**config.mk**
```make
export PLATFORM = sky130hd
export DESIGN_NAME = prim_cmd_sequencer
export DESIGN_NICKNAME = d
export VERILOG_FILES = /design/src/rtl/prim_cmd_sequencer.sv
export SDC_FILE = /design/constraint.sdc
export NUM_CORES = 1
export LEC_CHECK = 0
export ABC_AREA = 1
export CAP_MARGIN = 0
export CELL_PAD_IN_SITES_DETAIL_PLACEMENT = 1
export CELL_PAD_IN_SITES_GLOBAL_PLACEMENT = 1
export CORE_ASPECT_RATIO = 0.5
export CORE_MARGIN = 5
export CORE_UTILIZATION = 30
export DETAILED_ROUTE_END_ITERATION = 10
export HOLD_SLACK_MARGIN = 0.06
export PLACE_DENSITY = 0.54
export SYNTH_ARGS = -nofsm -noshare
export SYNTH_HDL_FRONTEND = slang
export SYNTH_SLANG_ARGS = --single-unit
```
**constraint.sdc**
```tcl
create_clock -name clk -period 3 [get_ports clk]
set_input_delay 0.75 -clock clk [delete_from_list [all_inputs] [get_ports clk]]
set_output_delay 0.75 -clock clk [all_outputs]
set_load 0.03 [all_outputs]
```
**src/rtl/prim_cmd_sequencer.sv**
```systemverilog
// Command queue/sequencer feeding the primitive renderer; holds execute words and all later words while busy.
// Latency: word pushed at edge N issues (registered strobe) after edge N+1 when idle and renderer not busy.
// Backpressure: host_cmd_ready_o drops at FIFO_DEPTH words. Define PRIM_SEQ_STATS_EN for the exec counter.
module prim_cmd_sequencer #(
    parameter int         FIFO_DEPTH    = 16,
    parameter logic [3:0] EXEC_OP       = 4'hF,
    parameter int         START_TIMEOUT = 4
) (
    input  logic                          clk,
    input  logic                          reset_n_i,
    input  logic [15:0]                   host_cmd_i,
    input  logic                          host_cmd_valid_i,
    output logic                          host_cmd_ready_o,
    input  logic                          flush_i,
    output logic [15:0]                   prim_cmd_o,
    output logic                          prim_cmd_valid_o,
    input  logic                          prim_busy_i,
    output logic [$clog2(FIFO_DEPTH):0]   level_o,
    output logic                          idle_o,
    output logic [15:0]                   exec_count_o
);
    localparam int AW = $clog2(FIFO_DEPTH);
    localparam int TW = $clog2(START_TIMEOUT + 1);

    typedef enum logic [1:0] {S_IDLE, S_WAIT_START, S_WAIT_DONE} state_t;

    state_t          state_q, state_d;
    logic [15:0]     mem [FIFO_DEPTH];
    logic [AW-1:0]   wr_ptr_q, rd_ptr_q;
    logic [AW:0]     level_q;
    logic [TW-1:0]   tmo_q, tmo_d;
    logic            push, pop;
    logic [15:0]     head;
    logic            head_exec;

    assign host_cmd_ready_o = (level_q != (AW+1)'(FIFO_DEPTH));
    assign push             = host_cmd_valid_i && host_cmd_ready_o && !flush_i;
    assign head             = mem[rd_ptr_q];
    assign head_exec        = (head[15:12] == EXEC_OP);
    assign level_o          = level_q;
    assign idle_o           = (level_q == '0) && (state_q == S_IDLE) && !prim_busy_i;

    always_comb begin
        state_d = state_q;
        tmo_d   = tmo_q;
        pop     = 1'b0;
        if (flush_i) begin
            // Flush never aborts a render in progress; just track it to completion.
            state_d = prim_busy_i ? S_WAIT_DONE : S_IDLE;
        end else begin
            case (state_q)
                S_IDLE: begin
                    if ((level_q != '0) && !prim_busy_i) begin
                        pop = 1'b1;
                        if (head_exec) begin
                            state_d = S_WAIT_START;
                            tmo_d   = '0;
                        end
                    end
                end
                S_WAIT_START: begin
                    if (prim_busy_i) begin
                        state_d = S_WAIT_DONE;
                    end else if (tmo_q == TW'(START_TIMEOUT - 1)) begin
                        state_d = S_IDLE;
                    end else begin
                        tmo_d = tmo_q + TW'(1);
                    end
                end
                S_WAIT_DONE: begin
                    if (!prim_busy_i) state_d = S_IDLE;
                end
                default: state_d = S_IDLE;
            endcase
        end
    end

    always_ff @(posedge clk or negedge reset_n_i) begin
        if (!reset_n_i) begin
            state_q <= S_IDLE;
            tmo_q   <= '0;
        end else begin
            state_q <= state_d;
            tmo_q   <= tmo_d;
        end
    end

    always_ff @(posedge clk) begin
        if (push) mem[wr_ptr_q] <= host_cmd_i;
    end

    always_ff @(posedge clk or negedge reset_n_i) begin
        if (!reset_n_i) begin
            wr_ptr_q <= '0;
            rd_ptr_q <= '0;
            level_q  <= '0;
        end else if (flush_i) begin
            wr_ptr_q <= '0;
            rd_ptr_q <= '0;
            level_q  <= '0;
        end else begin
            if (push) wr_ptr_q <= wr_ptr_q + AW'(1);
            if (pop)  rd_ptr_q <= rd_ptr_q + AW'(1);
            case ({push, pop})
                2'b10:   level_q <= level_q + (AW+1)'(1);
                2'b01:   level_q <= level_q - (AW+1)'(1);
                default: level_q <= level_q;
            endcase
        end
    end

    always_ff @(posedge clk or negedge reset_n_i) begin
        if (!reset_n_i) begin
            prim_cmd_o       <= '0;
            prim_cmd_valid_o <= 1'b0;
        end else begin
            prim_cmd_valid_o <= pop;
            if (pop) prim_cmd_o <= head;
        end
    end

`ifdef PRIM_SEQ_STATS_EN
    logic [15:0] exec_cnt_q;

    always_ff @(posedge clk or negedge reset_n_i) begin
        if (!reset_n_i) begin
            exec_cnt_q <= '0;
        end else if (pop && head_exec) begin
            exec_cnt_q <= exec_cnt_q + 16'd1;
        end
    end

    assign exec_count_o = exec_cnt_q;
`else
    assign exec_count_o = '0;
`endif

endmodule

```
==> run_results.csv <==
group,metric,value,unit
routing,ant_nets,0,
clock_tree,postCtsHoldBufs,0,
worst_hold_path,hold_class,"input port to asynchronous set/reset pin",
routing,drt-initial-drc-count,510,
sta,fmax,366.2,MHz
routing,vias_per_cell,4.904,
clock_tree,cts_setup_buffers,0,
global_routing,track_usage,15.11,%
routing,vias,7826,
setup_path,worst_r2r_path_depth,12,
yosys,synth_area,11960,µm²
sta,holdWs,269.8,ps
global_routing,grt_pass1_vias,8243,
status,outcome,"complete, no violations",
clock_tree,cts_root_buffer,"clkbuf_16",
sta,fin_skew,10.83,ps
global_routing,grt_pass1_wl,51070,µm
yosys,yosysSeqAreaShare,71.60,%
clock_tree,clkTransAtPathRegs,60,ps
setup_path,worst_setup_path_end_kind,"primary output",
global_routing,grt_max_degree,85,
setup_path,cp-endpoint,"host_cmd_ready_o",
yosys,synthTopCellsByArea,"edfxtp_1 64%, dfrtp_1 7.3%, nand2_1 4.6%",
routing,drt_first_pass_iters,5,
routing,drc,0,
clock_tree,ctsResizeCount,1,
yosys,synth.largest_area_cell,"edfxtp_1",
finish,drive_gt1_share,10.79,%
sta,worst_pin_slew,953.3,ps
finish,num_antenna_cells,0,
placed_design,gp_congestion,0.7848,
routing,wl_per_cell,21.09,µm
finish,fillers,4174,
pwr,vdd_drop_max,0.4644,mV
setup_path,critPathLaunchType,"flop",
finish,utilization,36.33,%
clock_tree,cts_buffers,30,
sta,max_slew_margin,36.44,%
sta,rsz0062_at_grt,"false",
global_routing,grt_antenna_before_repair,0,
setup_path,r2r-end,"tmo_q[0]",
floorplan,rows,51,
setup_path,required,2250,ps
sta,period_needed,2731,ps
pwr,power_density,760.6,nW/µm²
floorplan,die-area,44200,µm²
sta,hold_violations,0,
setup_path,cp_max_fo,6,
yosys,synth-seq-cells,291,
setup_path,crit_start,"level_o[0]",
clock_tree,clock_sinks,291,
finish,post-route-cell-area,14210,µm²
sta,post-route-period-util,91.02,%
yosys,yosysUniqueCellTypes,36,
floorplan,core_area,39120,µm²
finish,layout.nets,1072,
setup_path,ff2ff_setup_slack,590,ps
finish,syn_to_final_growth,18.83,%
placed_design,dp_hpwl,20270,µm
placed_design,dp.cells,1540,
setup_path,path_class,"flop to primary output",
sta,fin_setup_tns,0,ps
global_routing,overflow,0,
clock_tree,clock_latency,560,ps
floorplan,fp.dieH,151.2,µm
yosys,synth_top_area_share,64.27,%
setup_path,crit_arrival,1980,ps
setup_path,r2r-start,"rd_ptr_q[0]",
yosys,synthCells,976,
sta,setup_viol,0,
clock_tree,htreeDepth,1,
floorplan,start_util,30.58,%
finish,final_cells,1596,
floorplan,ios,61,
yosys,yosys_warnings,0,
pwr,p_leak,4.947,nW
placed_design,io_buffer_count,44,
flow_run,cap_violations,0,
placed_design,dpl-instance-area,13240,µm²
routing,wl,33660,µm
yosys,syn_avg_cell_area,12.25,µm²
clock_tree,cts_tree,"done",
sta,drv_slew,0,
floorplan,die_w,292.4,µm
clock_tree,cts_buffer_depth,3,
## kinds of logic after synthesis
group,share of synthesized area [%]
compound gates,10.16
simple gates,12.37
xor+xnor,0.1465
other cells,0.03135
buf+inv,4.760
flops,71.60
fa+ha+maj,0.9415
## layout by cell type (no fill, tap or decap), drive strengths merged, types with 3 or more instances in the layout
cell,Yosys,layout
o21ai,114,114
nand4,5,5
clkinv,2,11
nor3,14,14
o22ai,18,18
a21oi,5,5
dfrtp,35,35
nand3,56,56
buf,42,46
clkdlybuf4s50,0,42
nor2,135,135
conb,1,16
inv,44,45
o221ai,31,31
o21a,12,12
o211ai,17,17
bufinv,0,3
clkbuf,28,41
edfxtp,256,256
nand2,145,145
ha,9,9
## through the flow
| stage | worst slack, ps | power (W) |
|---|---|---|
| 2_1_floorplan | 152.6 | 0.006311 |
| 3_3_place_gp | 162.3 | 0.007134 |
| 3_5_place_dp | 78.27 | 0.007181 |
| 4_1_cts | 229.6 | 0.01096 |
| 5_1_grt | 145.5 | 0.01136 |
| 6_report | 269.3 | 0.01081 |
## registers in the layout, summed over array words and instances, names as in the netlist
register,cells
tmo_q,3
mem,256
prim_cmd_o,16
level_o,5
prim_cmd_valid_o,1
wr_ptr_q,4
rd_ptr_q,4
state_q,2
## area by class of cell
class / count / area, µm² / share of cell area [%]
flip-flops and latches: 291 / 8567 / 60.28
multi-input cells: 584 / 2960 / 20.83
repair buffers: 89 / 872.1 / 6.136
clock buffers: 41 / 823.3 / 5.793
well taps: 530 / 663.1 / 4.666
inverters: 46 / 175.2 / 1.233
clock inverters: 15 / 151.4 / 1.065
## cells in the mapped netlist
cell,count
o21ai_0,106
o21ai_1,7
a21oi_1,5
nor2_1,129
nand2_1,145
clkinv_1,2
inv_2,2
a211oi_1,1
nand3_1,55
inv_1,41
nor2_2,5
nand3b_1,2
buf_1,2
buf_4,22
dfrtp_1,35
conb_1,1
xor2_1,1
clkbuf_1,27
o221ai_1,31
nand4_1,5
o22ai_1,18
and2_1,1
nor3_1,14
o211ai_1,17
o21a_1,12
nor2_4,1
nand3_2,1
o21ai_2,1
inv_4,1
buf_6,4
buf_2,14
clkbuf_2,1
a31oi_1,1
xnor2_1,1
edfxtp_1,256
ha_1,9
## per-layer routing
metal / global-route usage (%) / wire length [µm] / share of wire (%)
met1: 21.05 / 15990 / 47
met2: 25.26 / 15760 / 47
met3: 2.139 / 1141 / 3.4
met4: 3.711 / 770 / 2.3
met5: 0 / 0 / 0
## how the worst min path moves through the flow
stage | startpoint | endpoint | cells past startpoint
2_1_floorplan | tmo_q[2] | tmo_q[2] | 2
3_3_place_gp | tmo_q[2] | tmo_q[2] | 2
3_5_place_dp | tmo_q[2] | tmo_q[2] | 2
4_1_cts | reset_n_i | rd_ptr_q[0] | 1
5_1_grt | reset_n_i | prim_cmd_o[3] | 1
6_report | reset_n_i | rd_ptr_q[0] | 1
## power breakdown
group / internal (W) / total (W) / switching (W)
registers: 0.00460 / 0.00478 / 0.000178
logic: 0.000744 / 0.00228 / 0.00153
clock network: 0.00217 / 0.00375 / 0.00158
## worst max-delay path, stage by stage, from the launching register on
cell	delay [ps]
dfrtp_1	450
nor2_1	180
nand3_1	160
clkdlybuf4s50_1	640
Note: power is estimated with default switching activity, not from simulation.
